### src/rtl/input_skew_buffer_pkg.sv
// Shared constants and types for the input skew buffer.
// Tile geometry defaults follow the same macros used by output_buffer.
`ifndef ARRAY_SIZE
`define ARRAY_SIZE 4
`endif
`ifndef DATA_WIDTH
`define DATA_WIDTH 32
`endif

package input_skew_buffer_pkg;

    localparam int DEF_ARRAY_SIZE = `ARRAY_SIZE;
    localparam int DEF_DATA_WIDTH = `DATA_WIDTH;

    typedef enum logic {
        IDLE = 1'b0,
        FEED = 1'b1
    } state_t;

endpackage

### src/rtl/input_skew_lane.sv
// Per-lane diagonal element select: lane LANE at beat t gets row[t-LANE].
// Ports: t (beat index), row (tile row LANE), elem (selected element or 0).
import input_skew_buffer_pkg::*;

module input_skew_lane #(
    parameter int ARRAY_SIZE = DEF_ARRAY_SIZE,
    parameter int DATA_WIDTH = DEF_DATA_WIDTH,
    parameter int LANE       = 0,
    parameter int TW         = 3
) (
    input  logic [TW-1:0]                    t,
    input  logic [ARRAY_SIZE*DATA_WIDTH-1:0] row,
    output logic [DATA_WIDTH-1:0]            elem
);

    always_comb begin
        elem = '0;
        for (int c = 0; c < ARRAY_SIZE; c++) begin
            if (int'(t) == LANE + c)
                elem = row[c*DATA_WIDTH +: DATA_WIDTH];
        end
    end

endmodule

### src/rtl/input_skew_buffer.sv
// Holds one operand tile and streams it into the array in skewed order.
// Ports: clk/rst; load_en/load_clear/in_row load the tile row by row;
// start/reuse/stall control the feed; out_vec/out_valid carry beats;
// full/busy/done report tile and feed status.
import input_skew_buffer_pkg::*;

module input_skew_buffer #(
    parameter int ARRAY_SIZE = DEF_ARRAY_SIZE,
    parameter int DATA_WIDTH = DEF_DATA_WIDTH
) (
    input  logic                             clk,
    input  logic                             rst,
    input  logic                             load_en,
    input  logic                             load_clear,
    input  logic [ARRAY_SIZE*DATA_WIDTH-1:0] in_row,
    input  logic                             start,
    input  logic                             reuse,
    input  logic                             stall,
    output logic [ARRAY_SIZE*DATA_WIDTH-1:0] out_vec,
    output logic                             out_valid,
    output logic                             full,
    output logic                             busy,
    output logic                             done
);

    localparam int ROW_W = ARRAY_SIZE * DATA_WIDTH;
    localparam int AW    = (ARRAY_SIZE > 1) ? $clog2(ARRAY_SIZE) : 1;
    localparam int PW    = $clog2(ARRAY_SIZE + 1);
    // t runs one past the last beat; that extra step is the completion cycle.
    localparam int TW    = $clog2(2 * ARRAY_SIZE);

    state_t                          state;
    logic [ARRAY_SIZE-1:0][ROW_W-1:0] tile;
    logic [PW-1:0]                   wr_ptr;
    logic [TW-1:0]                   t;
    logic                            reuse_q;
    logic [ROW_W-1:0]                skew;

    for (genvar i = 0; i < ARRAY_SIZE; i++) begin : g_lane
        input_skew_lane #(
            .ARRAY_SIZE (ARRAY_SIZE),
            .DATA_WIDTH (DATA_WIDTH),
            .LANE       (i),
            .TW         (TW)
        ) u_lane (
            .t    (t),
            .row  (tile[i]),
            .elem (skew[i*DATA_WIDTH +: DATA_WIDTH])
        );
    end

    // t is always 0 in IDLE, so the accepting edge registers beat 0
    // directly and the first valid beat follows start by one cycle.
    always_ff @(posedge clk) begin
        if (rst || load_clear) begin
            state     <= IDLE;
            tile      <= '0;
            wr_ptr    <= '0;
            full      <= 1'b0;
            t         <= '0;
            reuse_q   <= 1'b0;
            out_vec   <= '0;
            out_valid <= 1'b0;
            busy      <= 1'b0;
            done      <= 1'b0;
        end else begin
            out_vec   <= '0;
            out_valid <= 1'b0;
            done      <= 1'b0;
            unique case (state)
                IDLE: begin
                    if (load_en && !full) begin
                        tile[wr_ptr[AW-1:0]] <= in_row;
                        wr_ptr <= wr_ptr + 1'b1;
                        full   <= (wr_ptr == PW'(ARRAY_SIZE - 1));
                    end else if (start && full) begin
                        state     <= FEED;
                        busy      <= 1'b1;
                        reuse_q   <= reuse;
                        out_vec   <= skew;
                        out_valid <= 1'b1;
                        t         <= TW'(1);
                    end
                end
                FEED: begin
                    if (t == TW'(2 * ARRAY_SIZE - 1)) begin
                        state <= IDLE;
                        busy  <= 1'b0;
                        done  <= 1'b1;
                        t     <= '0;
                        if (!reuse_q) begin
                            full   <= 1'b0;
                            wr_ptr <= '0;
                        end
                    end else if (!stall) begin
                        out_vec   <= skew;
                        out_valid <= 1'b1;
                        t         <= t + 1'b1;
                    end
                end
                default: state <= IDLE;
            endcase
        end
    end

endmodule

### config.mk
export PLATFORM = sky130hd
export DESIGN_NAME = input_skew_buffer
export DESIGN_NICKNAME = d
export VERILOG_FILES = /design/src/rtl/input_skew_buffer_pkg.sv /design/src/rtl/input_skew_lane.sv /design/src/rtl/input_skew_buffer.sv
export SDC_FILE = /design/constraint.sdc
export NUM_CORES = 1
export LEC_CHECK = 0
export ABC_AREA = 1
export CAP_MARGIN = 20
export CORE_ASPECT_RATIO = 0.75
export CORE_MARGIN = 5
export CORE_UTILIZATION = 39
export DETAILED_ROUTE_END_ITERATION = 6
export GPL_TIMING_DRIVEN = 0
export HOLD_SLACK_MARGIN = 0.1
export SETUP_SLACK_MARGIN = 0.3
export SLEW_MARGIN = 0
export SYNTH_ARGS = -nofsm -noshare
export SYNTH_HDL_FRONTEND = slang
export SYNTH_SLANG_ARGS = --single-unit
### constraint.sdc
create_clock -name clk -period 2.12 [get_ports clk]
set_clock_uncertainty 0.15 [all_clocks]
set_input_delay 0.424 -clock clk [delete_from_list [all_inputs] [get_ports clk]]
set_output_delay 0.424 -clock clk [all_outputs]
set_load 0.05 [all_outputs]
==> flow_summary_export.csv, run 1 <==
group,metric,value,unit
power,p_leak,15.8,nW
route,routedWlPerCell,23.0,um
yosys,yosysWarnings,0,
setup_path,critical_path_class,"reg2reg",
route,num_vias,31010,
yosys,synth_nets,4706,
finish,syn2layout_area_growth,32.2,%
yosys,yosysMostFrequentCell,"nand2_1",
setup_path,cpPeakStageDelay,0.36,ns
finish,final_nets,5114,
setup_path,required,2.51,ns
die,core_area,0.0748,sq mm
yosys,synth-seq-area-share,44.6,%
die,die_area,0.0807,sq mm
die,ios,267,
setup_path,slowest_stage,"dfxtp_4",
setup_path,arrival,2.49,ns
yosys,synthTopCellsByArea,"dfxtp_1 (45%), nand2_1 (20%), nor2_1 (14%)",
yosys,synth.distinct_cells,20,
route,drt_first_pass_iters,6,
sta,whs,0.312,ns
yosys,synth_edf_count,0,
setup_path,cp_num_buf_inv,8,
route,viasPerCell,5.16,
setup_path,crit_chain,"buf_12 -> inv_12 -> buf_12 -> buf_12 -> ha_4 -> clkinv_8 -> clkbuf_16 -> clkbuf_4 -> nand2_1 -> inv_1 -> a21oi_4",
clocking,tritoncts,"built",
route,routed_wl,138,mm
place,io_buffers,266,
yosys,synthCells,4560,
clocking,clk_latency,0.65,ns
clocking,cts-root-buf,"clkbuf_16",
yosys,syn-cell-area,0.0293,sq mm
clocking,clockBufferDepth,3,
clocking,clkSlewWorstSetupHoldPaths,0.07,ns
min_path,hold_class,"reg2reg",
die,start_util,39.2,%
run,cap_violations,0,
setup_path,critPathMaxFanout,10,
setup_path,path_delay_family,"buffers and inverters",
setup_path,crit_top_cell,"buf_12",
sta,fin_crit_sh,98.8,%
sta,max_freq,477,MHz
clocking,cts_made_buffers,70,
route,drc_errors,0,
global_routing,grt_pass1_wl,186,mm
setup_path,cp-start-kind,"flip-flop",
global_routing,grt_start_max_net_pins,15,
die,die-height,247,um
sta,worst_slew_pin_slew,0.872,ns
yosys,synthArstFlopShare,0,%
yosys,synth_seq_cells,652,
finish,final_util,51.8,%
yosys,synth_top_area_share,44.6,%
yosys,yosysTopAreaCell,"dfxtp_1",
setup_path,endpoint_kind,"flip-flop",
route,drt_iter0_drc,4223,
die,num_rows,87,
clocking,numClockSinks,652,
global_routing,gr-total-overflow,0,
global_routing,grt_usage,32.2,%
yosys,ys.flop_type,"dfxtp_1",
place,place_congestion,1.00,
route,ant_nets,0,
clocking,htree_levels,3,
sta,rsz0062_at_grt,"true",
power,p_per_area,740,mW/mm^2
finish,drive_gt1_share,16.8,%
power,peakVddDrop,0.000690,V
sta,maxSlewHeadroom,41.8,%
run_status,status,"complete, no violations",
yosys,synthTopCellsByCount,"nand2_1 (1525), nor2_1 (1129), dfxtp_1 (652)",
sta,period_minus_slack,2.09,ns
sta,hold_viol_final,0,
global_routing,grt_antenna_before_repair,14,
sta,finalSetupViolations,0,
place,dp_hpwl,95.2,mm
yosys,avgSynthCellArea,6.42,sq um
die,die_w,326,um
sta,finalMaxSlewViolations,0,
global_routing,grt_pass1_vias,26708,
-- kinds of logic after synthesis --
group,share of synthesized area [%]
AO/OA/AOI/OAI,2.43
adder cells (fa/ha/maj),0.470
buffers and inverters,9.27
flip-flops,44.6
AND/OR/NAND/NOR,43.3
-- timing repair --
| action | 4_1_cts | 5_1_grt |
|---|---|---|
| setup endpoints to repair | 783 | 769 |
| gates cloned | 5 | 26 |
| gates resized for setup | 618 | 257 |
| pin swaps | 15 | 40 |
| buffers inserted | 16 | 24 |
| hold buffers | 0 | 0 |
| endpoints found under the hold margin | 0 | 0 |
-- where the power goes --
group / switching (W) / internal (W)
combinational: 0.00191 / 0.000845
clock: 0.00556 / 0.00781
sequential: 0.000103 / 0.0124
total: 0.00757 / 0.0211
-- state kept, by name, indices dropped and copies added, names as in the netlist --
register and count:
tile 512, wr_ptr 3, busy 1, out_valid 1
done 1, full 1, state 1, out_vec 128
t 3, reuse_q 1
-- final cells by class --
cell class                 count  area (sq um)
fill                        7544         36100
multi-input combinational   3300         14400
sequential                   652         13100
timing repair buffer         337          3890
buffer                       300          2500
clock buffer                  94          2020
tap                          979          1220
inverter                     307          1190
clock inverter                32           415
antenna                        9          22.5
-- stage by stage --
stage	total power (W)	setup WS [ns]	instance area [sq um]	TNS, ns	cells
after global placement	0.0152	-1.25	33300	-544.00	5805
after global routing	0.0293	0.0131	38700	0	6003
final	0.0287	0.0253	38700	0	6010
after detailed placement	0.0152	-1.24	33300	-563.03	5805
after floorplan	0.0140	0.262	29400	0	4560
after CTS	0.0284	0.0744	37100	0	5952
-- cell usage in the layout, fill, tap and decap left out, types with 6 or more instances in the layout --
cell	n
a21oi_1	58
a21oi_2	71
a21oi_4	6
buf_1	23
buf_12	27
buf_2	47
buf_4	99
buf_6	25
buf_8	29
bufinv_16	9
clkbuf_1	31
clkbuf_16	102
clkbuf_2	38
clkbuf_4	21
clkbuf_8	21
clkdlybuf4s15_1	87
clkdlybuf4s15_2	43
clkdlybuf4s50_1	134
clkinv_2	14
dfxtp_1	646
diode_2	9
ha_1	7
inv_1	298
inv_6	6
nand2_1	1490
nand2_2	24
nand2_4	8
nand3_1	295
nand3_2	29
nor2_1	1098
nor2_2	19
nor2_4	17
or2_2	161
-- worst min-delay path: stages (launching register included) --
cell and delay, ns:
dfxtp_1 0.30, inv_1 0.06, a21oi_1 0.06
-- path summary, 6_finish.rpt --
path | start | to | depth (start not counted) | slack [ns]
setup / recovery | t[2] | out_vec[17] | 11 | 0.03
hold / removal | reuse_q | reuse_q | 2 | 0.31
setup reg to reg | t[2] | out_vec[17] | 11 | 0.03
hold reg to reg | reuse_q | reuse_q | 2 | 0.31
-- routing by layer --
metal	track usage [%]	part of all wire [%]	wire (um)
met4	20.2	7.3	10100
met2	45.5	39	54500
met5	0.999	0.11	151
met1	43.7	40	55400
met3	8.26	13	17900
Power figures use the tool's default switching activity.
==> run 2: changes to the inputs <==
==> constraint.sdc (replaced) <==
create_clock -name clk -period 2.12 [get_ports clk]
set_clock_uncertainty 0.15 [all_clocks]
set_input_delay 0.424 -clock clk [delete_from_list [all_inputs] [get_ports clk]]
set_output_delay 0.424 -clock clk [all_outputs]
set_load 0.1 [all_outputs]
==> flow_summary_export.csv, run 2 (same netlist as run 1, synthesis figures left out) <==
group,metric,value,unit
run_status,status,"complete, no violations",
route,drt_iter0_drc,3772,
clocking,tritoncts,"built",
clocking,cts_made_buffers,71,
clocking,clockBufferDepth,3,
global_routing,met1_usage,40.2,%
die,ios,267,
setup_path,cp-start-kind,"input pin",
route,ant_nets,0,
global_routing,grt_antenna_before_repair,28,
power,p_leak,15.5,nW
power,combPwrFrac,9.1,%
power,seqPwrFrac,44.2,%
sta,max_freq,476,MHz
sta,period_minus_slack,2.10,ns
die,core_area,0.0748,sq mm
setup_path,arrival,2.46,ns
finish,largest_register_ff_count,512,
finish,mostFrequentLayoutCells,"nand2_1 (1512), nor2_1 (1105), dfxtp_1 (646)",
sta,finalMaxSlewViolations,0,
sta,maxSlewHeadroom,47.7,%
clocking,cts-root-buf,"clkbuf_16",
power,intPower,0.0210,W
global_routing,use_met3,8.46,%
route,drc_errors,0,
setup_path,critPathMaxFanout,10,
finish,top_register,"tile",
place,dp_hpwl,94.3,mm
global_routing,top_usage_layer,"met2",
run,cap_violations,0,
sta,finalSetupViolations,0,
route,routed_wl,132,mm
route,routedWlPerCell,22.0,um
setup_path,crit_chain,"clkdlybuf4s50_1 -> nor2_4 -> buf_4 -> buf_2 -> nand3_1 -> a21oi_1",
power,switching_share,25.9,%
setup_path,endpoint_kind,"flip-flop",
finish,final_util,49.3,%
finish,reg_top3,"tile: 512 flops, out_vec: 128 flops",
setup_path,cp_num_buf_inv,3,
die,num_rows,87,
global_routing,met2_usage,47.4,%
route,viasPerCell,5.08,
setup_path,required,2.48,ns
setup_path,cpPeakStageDelay,0.44,ns
global_routing,grt_usage,31.2,%
finish,syn2layout_area_growth,25.8,%
sta,rsz0062_at_grt,"true",
die,start_util,39.2,%
setup_path,path_delay_family,"buffers and inverters",
power,peakVddDrop,0.000451,V
global_routing,grt_pass1_vias,26809,
sta,whs,0.292,ns
finish,final_common_cell,"nand2_1",
finish,drive_gt1_share,17.0,%
die,die-height,247,um
setup_path,slowest_stage,"clkdlybuf4s50_1",
die,die_w,326,um
power,p_per_area,771,mW/mm^2
power,clockPowerShare,46.7,%
sta,worst_slew_pin_slew,0.784,ns
global_routing,grt_pass1_wl,182,mm
min_path,hold_class,"in2reg",
clocking,numClockSinks,652,
global_routing,grt_start_max_net_pins,16,
route,drt_first_pass_iters,6,
sta,hold_viol_final,0,
global_routing,gr-total-overflow,0,
clocking,clk_latency,0.63,ns
clocking,clkSlewWorstSetupHoldPaths,0.06,ns
route,num_vias,30374,
place,place_congestion,0.963,
place,io_buffers,266,
finish,final_area,0.0368,sq mm
place,placed_area,0.0333,sq mm
setup_path,critical_path_class,"in2reg",
sta,fin_crit_sh,99.1,%
clocking,htree_levels,3,
die,die_area,0.0807,sq mm
power,p_sw,0.00737,W
finish,final_nets,5079,
run 2: changes by cell type in the layout (fill, tap and decap cells not counted), moves of 8 or more:
| cell | before | now |
|---|---|---|
| nand3_1 | 295 | 307 |
| clkdlybuf4s15_1 | 87 | 0 |
| clkbuf_16 | 102 | 84 |
| nand3_2 | 29 | 16 |
| clkdlybuf4s15_2 | 43 | 0 |
| clkbuf_4 | 21 | 11 |
| nor2_4 | 17 | 9 |
| nand2_1 | 1490 | 1512 |
| buf_4 | 99 | 114 |
| buf_2 | 47 | 191 |
| buf_8 | 29 | 11 |
| nand2_2 | 24 | 6 |
| buf_12 | 27 | 12 |
run 2: path summary, 6_finish.rpt:
check / slack (ns) / startpoint / to / cells past startpoint
worst min-delay path: 0.29 / reuse / reuse_q / 3
worst max-delay path: 0.02 / load_clear / out_vec[28] / 6
worst max register to register: 0.05 / t[2] / out_vec[92] / 12
worst min register to register: 0.32 / reuse_q / reuse_q / 2
run 2: power by group through the flow:
stage	combinational, W	clock [W]	sequential, W
detailed placement	0.00240	0	0.0128
finish	0.00258	0.0133	0.0125
global placement	0.00239	0	0.0128
global route	0.00271	0.0139	0.0126
CTS	0.00244	0.0134	0.0125
floorplan	0.00122	0	0.0128
run 2: per-stage QoR:
step | setup slack [ns] | TNS [ns] | total power (W) | std cells
after CTS | 0.105 | 0 | 0.0284 | 5942
after global routing | 0.0246 | 0 | 0.0291 | 5964
final | 0.0187 | 0 | 0.0284 | 5975
after detailed placement | -1.27 | -550.74 | 0.0152 | 5805
after floorplan | 0.243 | 0 | 0.0140 | 4560
after global placement | -1.30 | -535.30 | 0.0152 | 5805
run 2: what timing repair did:
item,in CTS,in global routing
setup endpoints to repair,783,772
gates resized for setup,915,198
pin swaps,8,14
gates cloned,3,6
buffers inserted,9,16
hold buffers,0,0
run 2: area by class of cell:
cell class              count  area, sq um
fillers                  7875        37900
multi-input cells        3300        14200
flip-flops and latches    652        13100
repair buffers            300         2460
plain buffers             301         2270
clock buffers              95         2030
well taps                 979         1220
inverters                 307         1200
clock inverters            30          398
diodes                     11         27.5
run 2: worst reg2reg max path: cells and delay by family (launching register included):
kind,cells,cell delay (ns)
buffers and inverters,7,0.82
DFF,1,0.35
AOI/OAI and AO/OA,1,0.22
adders and majority gates,1,0.20
and+or+nand+nor,3,0.20
run 2: routing by layer:
metal,vias up,share of wire (%)
li1,14451,-
met1,14109,40
met2,1476,42
met3,336,11
met4,2,6.8
met5,-,0.013
